File: src/rtl/data_mem_sequencer.sv
// Data-side memory initiator: splits one scalar/unit-stride vector load/store into per-element
// memory transactions. Optional watchdog on the completion wait enabled by DATA_MEM_SEQ_TIMEOUT_EN.
module data_mem_sequencer #(
    parameter int unsigned ADDR_WIDTH       = 17,
    parameter int unsigned DATA_LEN         = 32,
    parameter int unsigned BYTE_SIZE        = 8,
    parameter int unsigned VECTOR_SIZE      = 8,
    parameter int unsigned ENTRY_INDEX_SIZE = 3,
    parameter int unsigned TIMEOUT_CYCLES   = 16
) (
    input  logic                              clk,
    input  logic                              rst,
    input  logic                              req_valid,
    output logic                              req_ready,
    input  logic                              req_write,
    input  logic [ADDR_WIDTH-1:0]             req_addr,
    input  logic [2:0]                        req_data_type,
    input  logic [ENTRY_INDEX_SIZE:0]         req_length,
    input  logic [VECTOR_SIZE*DATA_LEN-1:0]   req_wdata,
    output logic                              resp_valid,
    output logic                              resp_error,
    output logic [VECTOR_SIZE*DATA_LEN-1:0]   resp_rdata,
    output logic [1:0]                        d_cache_mem_vis_signal,
    output logic [ADDR_WIDTH-1:0]             d_cache_mem_vis_addr,
    output logic [ENTRY_INDEX_SIZE:0]         length,
    output logic [DATA_LEN-1:0]               written_data,
    output logic [2:0]                        data_type,
    input  logic [DATA_LEN-1:0]               mem_data,
    input  logic [1:0]                        mem_status
);

    localparam int unsigned LEN_W = ENTRY_INDEX_SIZE + 1;
    localparam int unsigned VEC_W = VECTOR_SIZE * DATA_LEN;

    localparam logic [1:0] MEM_NOP   = 2'd0;
    localparam logic [1:0] MEM_READ  = 2'd1;
    localparam logic [1:0] MEM_WRITE = 2'd2;

    localparam logic [1:0] MEM_RESTING       = 2'd0;
    localparam logic [1:0] MEM_DATA_FINISHED = 2'd1;
    localparam logic [1:0] MEM_INST_FINISHED = 2'd2;

    localparam logic [2:0] ONE_BYTE  = 3'd0;
    localparam logic [2:0] TWO_BYTE  = 3'd1;
    localparam logic [2:0] FOUR_BYTE = 3'd2;

    typedef enum logic [1:0] {
        S_IDLE,
        S_ISSUE,
        S_WAIT,
        S_DONE
    } state_t;

    // Element size in bytes; 0 marks an illegal data type.
    function automatic logic [3:0] elem_size(input logic [2:0] dt);
        case (dt)
            ONE_BYTE:  elem_size = 4'd1;
            TWO_BYTE:  elem_size = 4'd2;
            FOUR_BYTE: elem_size = 4'd4;
            default:   elem_size = 4'd0;
        endcase
    endfunction

    function automatic int unsigned pad_bits(input logic [2:0] dt);
        pad_bits = DATA_LEN - BYTE_SIZE * 32'(elem_size(dt));
    endfunction

    // Stores leave the bus left-aligned: first memory byte in the top byte lane.
    function automatic logic [DATA_LEN-1:0] store_align(input logic [DATA_LEN-1:0] e,
                                                         input logic [2:0] dt);
        store_align = e << pad_bits(dt);
    endfunction

    function automatic logic [DATA_LEN-1:0] load_extract(input logic [DATA_LEN-1:0] w,
                                                          input logic [2:0] dt);
        load_extract = w >> pad_bits(dt);
    endfunction

    state_t                      state, state_n;
    logic [ENTRY_INDEX_SIZE-1:0] index, index_n;
    logic                        write_q, write_n;
    logic [VEC_W-1:0]            wdata_q, wdata_n;
    logic                        err_q, err_n;
    logic                        req_ready_n;
    logic                        resp_valid_n, resp_error_n;
    logic [VEC_W-1:0]            rdata_n;
    logic [1:0]                  signal_n;
    logic [ADDR_WIDTH-1:0]       vis_addr_n;
    logic [LEN_W-1:0]            length_n;
    logic [DATA_LEN-1:0]         written_n;
    logic [2:0]                  dtype_n;
    logic                        last_elem;
    logic                        accept_legal;

`ifdef DATA_MEM_SEQ_TIMEOUT_EN
    localparam int unsigned TO_W = $clog2(TIMEOUT_CYCLES + 1);
    logic [TO_W-1:0] to_cnt, to_cnt_n;
`endif

    // Next-state and next-output logic.
    always_comb begin
        state_n      = state;
        index_n      = index;
        write_n      = write_q;
        wdata_n      = wdata_q;
        err_n        = err_q;
        resp_valid_n = 1'b0;
        resp_error_n = 1'b0;
        rdata_n      = resp_rdata;
        signal_n     = MEM_NOP;
        vis_addr_n   = d_cache_mem_vis_addr;
        length_n     = length;
        written_n    = written_data;
        dtype_n      = data_type;
        accept_legal = elem_size(req_data_type) != 4'd0;
        // Length above VECTOR_SIZE is clamped so the index can never run past the last slot.
        last_elem    = ({1'b0, index} == length - LEN_W'(1)) ||
                       (index == ENTRY_INDEX_SIZE'(VECTOR_SIZE - 1));
`ifdef DATA_MEM_SEQ_TIMEOUT_EN
        to_cnt_n     = to_cnt;
`endif

        case (state)
            S_IDLE: begin
                if (req_valid) begin
                    write_n    = req_write;
                    wdata_n    = req_wdata;
                    length_n   = req_length;
                    dtype_n    = req_data_type;
                    vis_addr_n = req_addr;
                    rdata_n    = '0;
                    index_n    = '0;
                    err_n      = !accept_legal;
                    if (req_length == '0 || !accept_legal) begin
                        state_n = S_DONE;
                    end else begin
                        state_n  = S_ISSUE;
                        signal_n = req_write ? MEM_WRITE : MEM_READ;
                        if (req_write) begin
                            written_n = store_align(req_wdata[DATA_LEN-1:0], req_data_type);
                        end
                    end
                end
            end

            S_ISSUE: begin
                state_n = S_WAIT;
`ifdef DATA_MEM_SEQ_TIMEOUT_EN
                to_cnt_n = '0;
`endif
            end

            // Bus is held at NOP here so the next status can only be a fresh completion.
            S_WAIT: begin
                case (mem_status)
                    MEM_DATA_FINISHED: begin
                        if (!write_q) begin
                            rdata_n[32'(index)*DATA_LEN +: DATA_LEN] =
                                load_extract(mem_data, data_type);
                        end
                        if (last_elem) begin
                            state_n = S_DONE;
                        end else begin
                            index_n    = index + ENTRY_INDEX_SIZE'(1);
                            vis_addr_n = d_cache_mem_vis_addr + ADDR_WIDTH'(elem_size(data_type));
                            state_n    = S_ISSUE;
                            signal_n   = write_q ? MEM_WRITE : MEM_READ;
                            if (write_q) begin
                                written_n = store_align(
                                    wdata_q[32'(index_n)*DATA_LEN +: DATA_LEN], data_type);
                            end
                        end
                    end
                    MEM_RESTING, MEM_INST_FINISHED: ;
                    default: ;
                endcase
`ifdef DATA_MEM_SEQ_TIMEOUT_EN
                if (mem_status != MEM_DATA_FINISHED) begin
                    if (to_cnt == TO_W'(TIMEOUT_CYCLES - 1)) begin
                        state_n = S_DONE;
                        err_n   = 1'b1;
                    end else begin
                        to_cnt_n = to_cnt + TO_W'(1);
                    end
                end
`endif
            end

            S_DONE: begin
                state_n      = S_IDLE;
                resp_valid_n = 1'b1;
                resp_error_n = err_q;
            end

            default: state_n = S_IDLE;
        endcase

        req_ready_n = (state_n == S_IDLE);
    end

    // State and registered outputs.
    always_ff @(posedge clk) begin
        if (rst) begin
            state                  <= S_IDLE;
            index                  <= '0;
            write_q                <= 1'b0;
            wdata_q                <= '0;
            err_q                  <= 1'b0;
            req_ready              <= 1'b1;
            resp_valid             <= 1'b0;
            resp_error             <= 1'b0;
            resp_rdata             <= '0;
            d_cache_mem_vis_signal <= MEM_NOP;
            d_cache_mem_vis_addr   <= '0;
            length                 <= '0;
            written_data           <= '0;
            data_type              <= '0;
`ifdef DATA_MEM_SEQ_TIMEOUT_EN
            to_cnt                 <= '0;
`endif
        end else begin
            state                  <= state_n;
            index                  <= index_n;
            write_q                <= write_n;
            wdata_q                <= wdata_n;
            err_q                  <= err_n;
            req_ready              <= req_ready_n;
            resp_valid             <= resp_valid_n;
            resp_error             <= resp_error_n;
            resp_rdata             <= rdata_n;
            d_cache_mem_vis_signal <= signal_n;
            d_cache_mem_vis_addr   <= vis_addr_n;
            length                 <= length_n;
            written_data           <= written_n;
            data_type              <= dtype_n;
`ifdef DATA_MEM_SEQ_TIMEOUT_EN
            to_cnt                 <= to_cnt_n;
`endif
        end
    end

endmodule

File: config.mk
export PLATFORM = sky130hd
export DESIGN_NAME = data_mem_sequencer
export DESIGN_NICKNAME = d
export VERILOG_FILES = /design/src/rtl/data_mem_sequencer.sv
export SDC_FILE = /design/constraint.sdc
export NUM_CORES = 1
export LEC_CHECK = 0
export CAP_MARGIN = 15
export CORE_ASPECT_RATIO = 2
export CORE_MARGIN = 3
export CORE_UTILIZATION = 35
export DETAILED_ROUTE_END_ITERATION = 7
export HOLD_SLACK_MARGIN = 0.08
export PLACE_DENSITY = 0.64
export SETUP_SLACK_MARGIN = 0.4
export SLEW_MARGIN = 5
export SYNTH_ARGS = -nofsm -noshare
export SYNTH_HDL_FRONTEND = slang
export SYNTH_SLANG_ARGS = --single-unit
File: constraint.sdc
create_clock -name clk -period 3.8 [get_ports clk]
set_input_delay 0.76 -clock clk [delete_from_list [all_inputs] [get_ports clk]]
set_output_delay 0.76 -clock clk [all_outputs]
set_load 0.03 [all_outputs]
# ---- Yosys cells after proc, flatten, opt, wreduce, memory -nomap -nowiden
# Index checks and enable logic that the tools add are counted.
dict set report word_totals {
  register_bits 580
  latch_bits 0
  ram_bits 0
  mem_bits_ro 0
  input_bits 318
  out_inout_bits 317
  elab_cells 109
  memories 0
}
dict set report op_classes {
  addsub 7
  n_mul 0
  n_div 0
  order_cmp 0
  eq_ne 17
  shift 6
  muxes 49
  bitwise_logic 1
  reduce_logical 15
}
# operator count
set ops {}
lappend ops {{two-way mux 256 bit} 3}
lappend ops {{one-hot mux 256 bit (2 select lines)} 1}
lappend ops {{bitwise mux 256 bit} 1}
lappend ops {{variable shift 32 x 34 -> 256 bit, first input constant} 1}
lappend ops {{variable part select 256 x 9 -> 32 bit} 1}
lappend ops {{variable part select 32 x 34 -> 256 bit} 1}
lappend ops {{two-way mux 32 bit} 6}
lappend ops {{one-hot mux 32 bit (2 select lines)} 1}
lappend ops {{left shift 32 x 32 -> 32 bit} 2}
lappend ops {{two-way mux 4 bit} 14}
lappend ops {{two-way mux 17 bit} 3}
lappend ops {{negator 8 -> 34 bit} 1}
lappend ops {{one-hot mux 17 bit (2 select lines)} 1}
lappend ops {{right shift 32 x 32 -> 32 bit} 1}
lappend ops {{subtractor 6 x 7 -> 8 bit, first input constant} 3}
lappend ops {{two-way mux 2 bit} 10}
lappend ops {{one-hot mux 3 bit (3 select lines)} 2}
lappend ops {{adder 17 x 4 -> 17 bit} 1}
lappend ops {{inequality test 2 bit, second input constant} 7}
lappend ops {{two-way mux 3 bit} 3}
lappend ops {{one-hot mux 2 bit (4 select lines)} 1}
lappend ops {{AND reduction 4 bit} 2}
lappend ops {{AND reduction 7 bit} 1}
lappend ops {{equality test 3 x 1 -> 1 bit, second input constant} 2}
lappend ops {{20 further kinds} 26}

# ---- Logic depth before layout (Yosys ltp)
# Gate-level depths: netlist (run 1).
dict set report logic_depth {
  depth_word 14
  mapped_depth 16
  mapped_depth_nobuf 10
}

# ---- Least setup slack after synthesis (run 1)
# Ideal clock, no wire load.
dict set report synth_timing {
  path_kind {reg-to-reg}
  from {register data_type[2]}
  to {register written_data[5]}
  setup_ns 0.081
  arrival_time_ns 3.598
  required_time_ns 3.719
  path_slack_ns 0.121
  stages_incl_launch_ff 15
  path_buffers 6
  period_less_slack_ns 3.679
  cell_sequence {dfxtp_1 -> or3_1 -> buf_2 -> buf_2 -> clkbuf_1 -> clkbuf_1 -> ha_1 -> inv_1 -> ha_1 -> buf_2 -> or3b_1 -> buf_2 -> nor3_1 -> a22oi_1 -> a211oi_2}
}
dict set report synth_via {
  elab_chain_len 12
  word_cells_on_any_way 14
  classes_between {add/sub: 1; eq/ne: 2; shift: 1; mux: 9; reduce/logical: 1}
}
# element line
set synth_rtl {}
lappend synth_rtl {{start: declaration} 27} ;# output logic [2:0] data_type,
lappend synth_rtl {{start signal: assignment} 235} ;# data_type <= dtype_n;
lappend synth_rtl {{equality test 3 x 2 -> 1 bit, or another cell as far along} 56} ;# case (dt)
lappend synth_rtl {{one-hot mux 3 bit (3 select lines) *} 56}
lappend synth_rtl {{two-way mux 4 bit *} 168} ;# if (write_q) begin
lappend synth_rtl {{two-way mux 4 bit *} 161} ;# if (last_elem) begin
lappend synth_rtl {{two-way mux 4 bit *} 155} ;# case (mem_status)
lappend synth_rtl {{two-way mux 4 bit *} 123} ;# case (state)
lappend synth_rtl {{subtractor 6 x 7 -> 8 bit *} 65} ;# pad_bits = DATA_LEN - BYTE_SIZE * 32'(elem_size(dt));
lappend synth_rtl {{left shift 32 x 32 -> 32 bit *} 71} ;# store_align = e << pad_bits(dt);
lappend synth_rtl {{two-way mux 32 bit *} 168}
lappend synth_rtl {{two-way mux 32 bit *} 161}
lappend synth_rtl {{two-way mux 32 bit *} 155}
lappend synth_rtl {{one-hot mux 32 bit (2 select lines) *} 123}
lappend synth_rtl {{end signal: assignment} 234} ;# written_data <= written_n;
lappend synth_rtl {{end: declaration} 26} ;# output logic [DATA_LEN-1:0] written_data,
# Every way passes the cells marked *; elsewhere a longest branch is shown, timed or not. The select of a mux whose other input is x is not followed.
# A chain may end at the register's enable or synchronous reset.

# ---- Worst setup path after layout (run 1)
dict set report layout_timing {
  from {register index[0]}
  to {register written_data[30]}
}
dict set report layout_via {
  elab_chain_len 7
  word_cells_on_any_way 12
  classes_between {add/sub: 1; eq/ne: 3; shift: 2; mux: 4; reduce/logical: 2}
}
# element line
set layout_rtl {}
lappend layout_rtl {{start: declaration} 80} ;# logic [ENTRY_INDEX_SIZE-1:0] index, index_n;
lappend layout_rtl {{start signal: assignment} 223} ;# index <= index_n;
lappend layout_rtl {{adder 3 x 1 -> 3 bit} 164} ;# index_n = index + ENTRY_INDEX_SIZE'(1);
lappend layout_rtl {{variable part select 256 x 9 -> 32 bit} 170} ;# wdata_q[32'(index_n)*DATA_LEN +: DATA_LEN], data_type);
lappend layout_rtl {{left shift 32 x 32 -> 32 bit} 71}
lappend layout_rtl {{two-way mux 32 bit} 168}
lappend layout_rtl {{two-way mux 32 bit} 161}
lappend layout_rtl {{two-way mux 32 bit} 155}
lappend layout_rtl {{one-hot mux 32 bit (2 select lines)} 123}
# Several ways; a longest one is shown, not always the timed one. The select of a mux whose other input is x is not followed.

==> results of run 1 <==
==> layout make-up <==
| cell class | count | share of cell area (%) |
|---|---|---|
| diodes | 13 | 0.09616 |
| clock buffers | 69 | 4.331 |
| clock inverters | 22 | 1.032 |
| inverters | 22 | 0.2441 |
| multi-input cells | 1932 | 35.51 |
| flip-flops and latches | 580 | 34.33 |
| well taps | 897 | 3.318 |
| repair buffers | 722 | 21.13 |
==> worst max-delay path by stage <==
stage / slack [ns] / to / cells past startpoint
floorplan: 0.47 / written_data[10]$_SDFFE_PP0P_ / 16
global route: 0.37 / resp_rdata[147]$_SDFFE_PP0P_ / 8
CTS: 0.48 / written_data[26]$_SDFFE_PP0P_ / 11
global placement: 0.27 / written_data[24]$_SDFFE_PP0P_ / 9
detailed placement: 0.18 / written_data[26]$_SDFFE_PP0P_ / 9
finish: 0.57 / written_data[30]$_SDFFE_PP0P_ / 7
==> sequential cells by signal, summed over array words and instances (netlist names), 3 cells and up <==
signal / cells
data_type: 3
written_data: 32
length: 4
wdata_q: 256
resp_rdata: 256
d_cache_mem_vis_addr: 17
index: 3
==> power by group through the flow <==
stage / Clock (W) / Combinational [W] / Sequential, W
final: 0.00571 / 0.00280 / 0.00651
after global routing: 0.00600 / 0.00298 / 0.00653
after CTS: 0.00581 / 0.00279 / 0.00651
after detailed placement: 0 / 0.00279 / 0.00664
after global placement: 0 / 0.00278 / 0.00664
after floorplan: 0 / 0.00138 / 0.00667
==> kinds of logic (layout without fill, tap and decap cells) <==
kind of cell / after synthesis / in the layout / share of synthesized area, %
compound gates: 772 / 772 / 21.49
xor+xnor: 3 / 3 / 0.1070
fa+ha+maj: 17 / 17 / 0.8963
buf+inv: 281 / 835 / 4.660
flops: 580 / 580 / 47.26
mux: 136 / 136 / 8.800
other cells: 0 / 13 / 0
simple gates: 1004 / 1004 / 16.79
==> routing by layer <==
layer / global-route usage, % / up-vias
li1: - / 10918
met1: 30.53 / 11310
met2: 48.01 / 1099
met3: 5.503 / 248
met4: 16.09 / 2
met5: 0 / -
==> cells in the mapped netlist, types with 4 or more instances <==
cell and count:
inv_1 20, nor2_1 307, a21o_1 15, o22ai_1 11, a32oi_1 6, nor3_1 15
buf_6 5, a211oi_1 40, nor2b_1 5, o21ai_0 14, mux2i_1 63, a31oi_1 10
mux4_2 63, o211ai_1 5, o21a_1 6, nand3_1 19, a311oi_2 5, o32ai_1 10
nand3b_1 4, a21oi_1 290, and2_1 5, ha_1 16, o31ai_1 11, a311oi_1 11
nor3b_1 6, buf_2 29, o2bb2ai_1 14, clkbuf_1 203, and3_1 10, nand4_1 6
clkbuf_2 7, nand2_1 586, a22oi_1 268, buf_1 13, or4b_2 9, a211oi_2 26
dfxtp_1 580, nand2b_1 8, mux2_2 10
==> critical path, delay by kind of cell, from the launching register on <==
family                     cells  cell delay (ns)
adders and majority gates      1             0.69
AOI/OAI and AO/OA              3             0.63
muxes                          1             0.60
buffers and inverters          2             0.58
DFF                            1             0.53
==> layout by cell type, fill, tap and decap left out, types with 15 or more instances in the layout <==
cell             instances
a211oi_1                40
a211oi_2                26
a21o_1                  15
a21oi_1                289
a22oi_1                268
buf_4                   77
clkbuf_16               52
clkdlybuf4s50_1        633
dfxtp_1                579
inv_1                   20
mux2i_1                 63
mux4_2                  63
nand2_1                585
nand3_1                 18
nor2_1                 302
==> per-stage QoR <==
stage | setup WS [ns] | std cells
2_1_floorplan | 0.4729 | 2793
3_3_place_gp | 0.2696 | 4153
3_5_place_dp | 0.1782 | 4153
4_1_cts | 0.4838 | 4244
5_1_grt | 0.3702 | 4250
6_report | 0.5668 | 4257
==> qor.csv, run 1 <==
metric;value;unit
status;finished clean;
max_clock_freq;309.3;MHz
layout-drive-gt1-share;10.04;%
synth_top_area_share;47.26;%
synthArstFlopShare;0;%
ios;635;
antenna_left;0;
yosys_register_bits;580;
hp-class;flip-flop to flip-flop;
worst_path_max_delay_cell;ha_4;
synth_ff_type;dfxtp_1;
crit_type;flip-flop to flip-flop;
viasPerCell;5.538;
maxCapViolations;0;
combPwrFrac;18.7;%
placed_area;31960;um2
grt.overflow.total;0;
final_area;33830;um2
numCtsBuffers;51;
wl_met1;38750;um
wirelength;106900;um
hold_viol;0;
syn_to_final_growth;37.70;%
seq_power_share;43.3;%
cp-end-kind;flip-flop;
grt_pass1_wl;153600;um
finalCritPeriodShare;85.08;%
holdCritStartpoint;wdata_q[75]$_SDFFE_PP0P_;
cts.path.max_buffers;3;
r2r-start;index[0]$_SDFFE_PP0P_;
die_area;73600;um2
r2r_slack;0.57;ns
grt_max_degree;144;
r2r_end;written_data[30]$_SDFFE_PP0P_;
antenna_found_initial;15;
highest_layer;met5;
worstPathMaxFanout;31;
post-route-min-period;3.233;ns
synthDistinctLibCells;78;
detail_route.wl_per_cell;25.10;um
yosysSeqAreaShare;47.26;%
synth_area_per_cell;8.796;um2
p_leak;11.78;nW
final_net_count;3644;
cts_hold_buf;0;
track_usage;27.35;%
max_stage_delay;0.69;ns
cts_tree;yes;
power_frac_clock;38.0;%
synth_cells;2793;
synth.area.top_cells;dfxtp_1 47%, nand2_1 9.0%, a22oi_1 8.2%;
finalHoldWorstSlack;0.4517;ns
core;69090;um2
slew_viol_final;0;
cts_setup_buffers;0;
cts.sinks;580;
cp.required;4.26;ns
power_density;444.1;nW/um2
place_hpwl;79760;um
critPathLaunchType;flip-flop;
synth_edf_count;0;
clock_latency;0.61;ns
peakVddDrop;0.4147;mV
yosys_warnings;0;
root_buffer;clkbuf_16;
remaining_drc_errors;0;
min_to;wdata_q[75]$_SDFFE_PP0P_;
p_sw;0.004409;W
total_power;0.01503;W
h-tree-depth;2;
dr_wl_met3;7853;um
fillers;6684;
die_h;380.7;um
crit_start;index[0]$_SDFFE_PP0P_;
cp_data_arrival_time;3.70;ns
routabilityCongestion;0.9324;
seq_area;11610;um2
yosys.area.top_type;dfxtp_1;
port-buffer-count;634;
fin_util;48.97;%
skew;0.02775;ns
whs_path_depth;2;
initial_core_util;35.56;%
rsz0062_at_grt;true;
path_clk_slew;0.07;ns
wl_met2;53150;um
multi_input_comb_area;12010;um2
p_int;0.01062;W
tightest_slew;1.070;ns
grt_pass1_vias;22724;
synth.net_count;3128;
fp.dieW;193.3;um
firstDrtPassIters;5;
crit_chain;inv_1 > ha_4 > buf_4 > mux2i_1 > a2bb2o_1 > a31oi_1 > a311oi_1;
p_sw_share;29.35;%
reg2reg_depth;7;
vias;23577;
cts.repair.resized;0;
finalSetupViolCount;0;
final.setup.tns;0;ns
relSlewSlack;28.49;%
syn_area;24570;um2
row_count;136;
dr.first_iter.drc_count;1436;
(Power assumes the default switching activity.)
==> run 2, diff against run 1 <==
--- a/config.mk
+++ b/config.mk
@@ -6,12 +6,11 @@
 export NUM_CORES = 1
 export LEC_CHECK = 0
 export CAP_MARGIN = 15
-export CORE_ASPECT_RATIO = 2
-export CORE_MARGIN = 3
-export CORE_UTILIZATION = 35
+export CORE_AREA = 3 3 247 249
 export DETAILED_ROUTE_END_ITERATION = 7
+export DIE_AREA = 0 0 250 252
 export HOLD_SLACK_MARGIN = 0.08
-export PLACE_DENSITY = 0.64
+export PLACE_DENSITY = 0.73
 export SETUP_SLACK_MARGIN = 0.4
 export SLEW_MARGIN = 5
 export SYNTH_ARGS = -nofsm -noshare
==> constraint.sdc (replaced) <==
create_clock -name clk -period 4.05 [get_ports clk]
set_input_delay 0.81 -clock clk [delete_from_list [all_inputs] [get_ports clk]]
set_output_delay 0.81 -clock clk [all_outputs]
set_load 0.03 [all_outputs]
==> run 2 against run 1 <==
Global-route usage is 2.6 points higher. Combinational power is 11% lower. Sequential power is 6.0% lower. Clock skew is 0.0032 ns lower. Critical path type unchanged. Cell count is 2.5% lower. Largest power group unchanged. Flip-flop and latch count stayed put. Clock-buffer cell count is 13 higher. Critical path depth is 1 higher.
==> qor.csv, run 2 (synthesized netlist as in run 1, its figures left out) <==
metric;value;unit;change
finalHoldWorstSlack;0.4517;ns;+0.00001900 ns
track_usage;29.95;%;+2.6 points
critPathLaunchType;flip-flop;;
hp-class;flip-flop to flip-flop;;
grt.overflow.total;0;;unchanged
routabilityCongestion;0.9537;;+2.3%
dr_wl_met3;9712;um;+24%
p_leak;11.86;nW;+0.73%
remaining_drc_errors;0;;unchanged
core;58910;um2;-15%
final_cell_mix;633 x clkdlybuf4s50_1, 585 x nand2_1, 579 x dfxtp_1;;
post-route-min-period;3.424;ns;+0.1909 ns
slew_viol_final;0;;unchanged
antenna_left;0;;unchanged
worst_path_max_delay_cell;mux4_2;;
cts_tree;yes;;
cp-end-kind;flip-flop;;
detail_route.wl_per_cell;24.09;um;-4.0%
reg_top3;resp_rdata (256), wdata_q (256), written_data (32);;
finalCritPeriodShare;84.55;%;-0.54 points
crit_type;flip-flop to flip-flop;;
initial_core_util;41.71;%;+6.1 points
status;finished clean;;
cts.path.max_buffers;3;;unchanged
antenna_found_initial;25;;+10
fillers;5201;;-22%
peakVddDrop;0.4033;mV;-2.8%
worstPathMaxFanout;18;;-42%
finalSetupViolCount;0;;unchanged
grt_pass1_vias;22274;;-2.0%
dr.first_iter.drc_count;2436;;+70%
hold_viol;0;;unchanged
row_count;89;;-35%
cts_setup_buffers;0;;unchanged
highest_layer;met5;;
fp.dieW;250;um;+29%
final_common_cell;clkdlybuf4s50_1;;
grt_pass1_wl;145400;um;-5.3%
skew;0.02458;ns;-0.003169 ns
max_stage_delay;0.56;ns;-0.13 ns
tightest_slew;1.204;ns;+0.1338 ns
die_h;252;um;-34%
path_clk_slew;0.06;ns;about the same
r2r_end;written_data[19]$_SDFFE_PP0P_;;
wirelength;99980;um;-6.4%
firstDrtPassIters;6;;+1
root_buffer;clkbuf_16;;
numCtsBuffers;61;;+20%
cts_hold_buf;0;;unchanged
ios;635;;unchanged
final.setup.tns;0;ns;unchanged
max_clock_freq;292.0;MHz;-5.6%
rsz0062_at_grt;false;;
die_area;63000;um2;-14%
h-tree-depth;2;;unchanged
port-buffer-count;634;;unchanged
syn_to_final_growth;37.91;%;
wl_met2;46130;um;-13%
crit_chain;ha_1 > ha_4 > buf_4 > mux4_2 > mux2i_1 > o2bb2ai_1 > a211oi_1 > a211oi_2;;
r2r-start;index[1]$_SDFFE_PP0P_;;
cts.sinks;580;;unchanged
whs_path_depth;2;;unchanged
r2r_slack;0.63;ns;+0.06 ns
relSlewSlack;19.12;%;-9.4 points
power_density;434.4;nW/um2;-2.2%
cp.required;4.54;ns;+0.28 ns
viasPerCell;5.804;;+4.8%
wl_met1;39400;um;+1.7%
holdCritStartpoint;wdata_q[84]$_SDFFE_PP0P_;;
vias;24086;;+2.2%
place_hpwl;71110;um;-11%
final_net_count;3636;;-0.22%
clock_latency;0.65;ns;+0.04 ns
layout-drive-gt1-share;9.848;%;-0.19 points
maxCapViolations;0;;unchanged
min_to;wdata_q[84]$_SDFFE_PP0P_;;
reg2reg_depth;8;;+1
grt_max_degree;150;;+4.2%
cts.repair.resized;0;;unchanged
cp_data_arrival_time;3.91;ns;+0.21 ns
run 2: cell types whose count changed in the layout (fill, tap and decap cells not counted), moves of 3 or more:
cell,previous run,this run
diode_2,13,26
nor3_2,8,4
clkbuf_16,52,61
clkinv_2,6,11
buf_4,77,57
nor2_4,3,0
nor3_1,8,13
nor2_2,3,6
run 2: layout make-up:
| class | count | area [um2] | share of cell area [%] |
|---|---|---|---|
| antenna | 26 | 65.06 | 0.1920 |
| clock inverter | 31 | 480.5 | 1.418 |
| sequential | 580 | 11610 | 34.28 |
| tap | 773 | 967.2 | 2.855 |
| timing repair buffer | 704 | 7012 | 20.69 |
| multi-input combinational | 1932 | 11940 | 35.23 |
| clock buffer | 82 | 1725 | 5.092 |
| inverter | 22 | 82.58 | 0.2437 |
run 2: layer usage:
metal | up-vias | global-route usage (%)
li1 | 10941 | -
met1 | 11573 | 39.32
met2 | 1349 | 47.49
met3 | 221 | 6.401
met4 | 2 | 13.86
met5 | - | 0
run 2: through the flow:
step	setup slack [ns]	total power [W]	std cells	cell area [um2]	utilization, %
CTS	0.6932	0.01470	4122	33800	57.39
floorplan	0.4216	0.007555	2793	24570	-
global route	0.4810	0.01516	4141	33860	57.48
global placement	0.4853	0.008655	4009	31600	53.64
finish	0.6259	0.01472	4150	33880	57.52
detailed placement	0.4288	0.008672	4009	31600	53.64
run 2: worst max-delay path by stage:
| stage | from | end | slack (ns) | depth (start not counted) |
|---|---|---|---|---|
| 6_report | index[1]$_SDFFE_PP0P_ | written_data[19]$_SDFFE_PP0P_ | 0.63 | 8 |
| 5_1_grt | index[1]$_SDFFE_PP0P_ | written_data[19]$_SDFFE_PP0P_ | 0.48 | 8 |
| 4_1_cts | index[1]$_SDFFE_PP0P_ | written_data[19]$_SDFFE_PP0P_ | 0.69 | 8 |
| 3_5_place_dp | req_data_type[0] | written_data[22]$_SDFFE_PP0P_ | 0.43 | 10 |
| 3_3_place_gp | req_data_type[0] | written_data[15]$_SDFFE_PP0P_ | 0.49 | 10 |
| 2_1_floorplan | data_type[2]$_SDFFE_PP0P_ | written_data[10]$_SDFFE_PP0P_ | 0.42 | 16 |
run 2: critical path, delay by kind of cell, from the launching register on:
family / cells / cell delay (ns)
multiplexers: 2 / 1.03
adder cells (fa/ha/maj): 2 / 0.78
AO/OA/AOI/OAI: 3 / 0.74
flip-flops: 1 / 0.39
buffers and inverters: 1 / 0.31
run 2: power breakdown:
part / internal [W] / switching [W] / total, W
logic: 0.000932 / 0.00155 / 0.00249
clock network: 0.00364 / 0.00247 / 0.00611
registers: 0.00595 / 0.000175 / 0.00612
total: 0.0105 / 0.00420 / 0.0147
==> run 3, diff against run 2 <==
--- a/config.mk
+++ b/config.mk
@@ -6,11 +6,11 @@
 export NUM_CORES = 1
 export LEC_CHECK = 0
 export CAP_MARGIN = 15
-export CORE_AREA = 3 3 247 249
+export CORE_AREA = 3 3 249 251
 export DETAILED_ROUTE_END_ITERATION = 7
-export DIE_AREA = 0 0 250 252
+export DIE_AREA = 0 0 252 254
 export HOLD_SLACK_MARGIN = 0.08
-export PLACE_DENSITY = 0.73
+export PLACE_DENSITY = 0.72
 export SETUP_SLACK_MARGIN = 0.4
 export SLEW_MARGIN = 5
 export SYNTH_ARGS = -nofsm -noshare
==> constraint.sdc (replaced) <==
create_clock -name clk -period 3.3 [get_ports clk]
set_input_delay 0.66 -clock clk [delete_from_list [all_inputs] [get_ports clk]]
set_output_delay 0.66 -clock clk [all_outputs]
set_load 0.03 [all_outputs]
==> run 3 against run 2 <==
Clock-buffer cell count is 3 higher. Critical path depth is 1 higher. Maximum frequency increased by 18%. Via count increased by 0.70%. Non-clock buffer count rose by 43. Combinational power is 32% higher. Register-to-register slack got worse by 0.23 ns. Worst setup slack got worse by 0.23 ns. Worst hold slack got worse by 0.026 ns. Die area is 1.6% higher. Critical endpoint is now written_data[16]$_SDFFE_PP0P_. Largest power group unchanged. Highest routed layer unchanged.
==> qor.csv, run 3 (synthesized netlist as in run 1, its figures left out) <==
metric;value;unit;change
post-route-min-period;2.902;ns;-0.5217 ns
antenna_left;0;;unchanged
maxCapViolations;0;;unchanged
detail_route.wl_per_cell;24.00;um;-0.39%
wirelength;100600;um;+0.57%
crit_type;flip-flop to flip-flop;;
hp-class;input port to flip-flop;;
fillers;5303;;+2.0%
syn_to_final_growth;40.59;%;
h-tree-depth;2;;unchanged
rsz0062_at_grt;true;;
final_area;34540;um2;+1.9%
instances_no_fill;4190;;+0.96%
multi_input_comb_area;12260;um2;+2.8%
path_clk_slew;0.06;ns;about the same
p_int;0.01255;W;+19%
clock_latency;0.63;ns;-0.02 ns
grt_pass1_wl;144800;um;-0.43%
firstDrtPassIters;6;;unchanged
port-buffer-count;634;;unchanged
finalCritPeriodShare;87.95;%;+3.4 points
skew;0.02754;ns;+0.002958 ns
grt_max_degree;185;;+23%
cts.sinks;580;;unchanged
combPwrFrac;18.6;%;+1.7 points
numCtsBuffers;60;;-1.6%
dr.first_iter.drc_count;2746;;+13%
final_net_count;3678;;+1.2%
reg_top3;resp_rdata (256), wdata_q (256), written_data (32);;
power_frac_clock;39.0;%;-2.5 points
cts.path.max_buffers;3;;unchanged
final_cell_mix;633 x clkdlybuf4s50_1, 584 x nand2_1, 576 x dfxtp_1;;
core;60130;um2;+2.1%
track_usage;29.59;%;-0.36 points
final_common_cell;clkdlybuf4s50_1;;
p_sw_share;29.12;%;+0.61 points
viasPerCell;5.789;;-0.26%
status;finished clean;;
vias;24254;;+0.70%
power_density;512.8;nW/um2;+18%
fp.dieW;252;um;+0.80%
antenna_found_initial;23;;-8.0%
die_area;64010;um2;+1.6%
grt_pass1_vias;22507;;+1.0%
relSlewSlack;35.95;%;+17 points
grt.overflow.total;0;;unchanged
cp.required;3.77;ns;-0.77 ns
hold_viol;0;;unchanged
max_clock_freq;344.5;MHz;+18%
place_hpwl;71010;um;-0.14%
cts_tree;yes;;
row_count;90;;+1.1%
tightest_slew;0.9608;ns;-0.2431 ns
peakVddDrop;0.4887;mV;+21%
root_buffer;clkbuf_16;;
routabilityCongestion;0.9199;;-3.5%
worstPathMaxFanout;6;;-12
placed_area;32180;um2;+1.8%
slew_viol_final;0;;unchanged
initial_core_util;40.86;%;-0.85 points
die_h;254;um;+0.79%
seq_power_share;42.4;%;+0.8 points
final.setup.tns;0;ns;unchanged
finalSetupViolCount;0;;unchanged
seq_area;11630;um2;about the same
ios;635;;unchanged
remaining_drc_errors;0;;unchanged
critPathLaunchType;flip-flop;;
p_leak;12.06;nW;+1.7%
place_inst;4046;;+0.92%
layout-drive-gt1-share;11.92;%;+2.1 points
p_sw;0.005158;W;+23%
cp_data_arrival_time;3.37;ns;-0.54 ns
cp-end-kind;flip-flop;;
finalHoldWorstSlack;0.4259;ns;-0.02583 ns
==> run 3: changes by cell type in the layout (fill, tap and decap cells not counted), moves of 8 or more <==
cell / previous run / this run
buf_12: 11 / 25
a21oi_2: 2 / 12
diode_2: 26 / 18
a21oi_1: 290 / 280
buf_4: 57 / 84
o32ai_4: 0 / 8
==> run 3: critical path, stage by stage, from the launching register on <==
cell       delay, ns
dfxtp_1         0.34
ha_1            0.23
ha_4            0.40
clkbuf_4        0.25
buf_4           0.13
mux4_2          0.49
mux2_2          0.35
o2bb2ai_1       0.17
a211oi_1        0.27
a211oi_2        0.11
==> run 3: through the flow <==
stage | util (%) | total power, W | setup WS, ns
6_report | 57.44 | 0.01771 | 0.3976
5_1_grt | 57.43 | 0.01826 | 0.3662
2_1_floorplan | - | 0.009429 | 0.3992
3_3_place_gp | 53.51 | 0.01078 | 0.02655
3_5_place_dp | 53.51 | 0.01080 | -0.01412
4_1_cts | 56.89 | 0.01764 | 0.3761
==> run 3: layer usage <==
metal,global-route usage [%],up-vias,share of wire (%)
li1,-,11018,-
met2,46.55,1289,45
met4,12.69,10,4.5
met3,7.246,234,10
met1,38.93,11703,40
met5,0,-,0.064
==> run 3: power by group through the flow <==
stage          Clock (W)  Sequential, W  Combinational, W
4_1_cts          0.00697        0.00750           0.00317
3_5_place_dp           0        0.00765           0.00315
5_1_grt          0.00724        0.00753           0.00349
6_report         0.00691        0.00751           0.00329
2_1_floorplan          0        0.00768           0.00175
3_3_place_gp           0        0.00764           0.00313
==> run 3: area by class of cell <==
cell class | instances | share of cell area, %
antenna | 18 | 0.1304
clock buffer | 85 | 4.912
clock inverter | 24 | 0.8549
inverter | 22 | 0.2391
multi-input combinational | 1932 | 35.51
sequential | 580 | 33.66
tap | 782 | 2.833
timing repair buffer | 747 | 21.87
==> run 3: what timing repair did <==
item	in CTS	in global routing
cloned	0	1
hold buffers	0	0
setup endpoints to repair	19	51
setup buffers	0	16
resized for setup	7	16
pin swaps	0	7
==> run 3: final timing paths <==
check                                          startpoint                             to  slack [ns]  depth (start not counted)
worst min-delay path                                  rst   resp_rdata[114]$_SDFFE_PP0P_        0.43                          2
worst min register to register  wdata_q[139]$_SDFFE_PP0P_      wdata_q[139]$_SDFFE_PP0P_        0.45                          2
worst max register to register      index[1]$_SDFFE_PP0P_  written_data[16]$_SDFFE_PP0P_        0.40                          9
worst max-delay path                index[1]$_SDFFE_PP0P_  written_data[16]$_SDFFE_PP0P_        0.40                          9
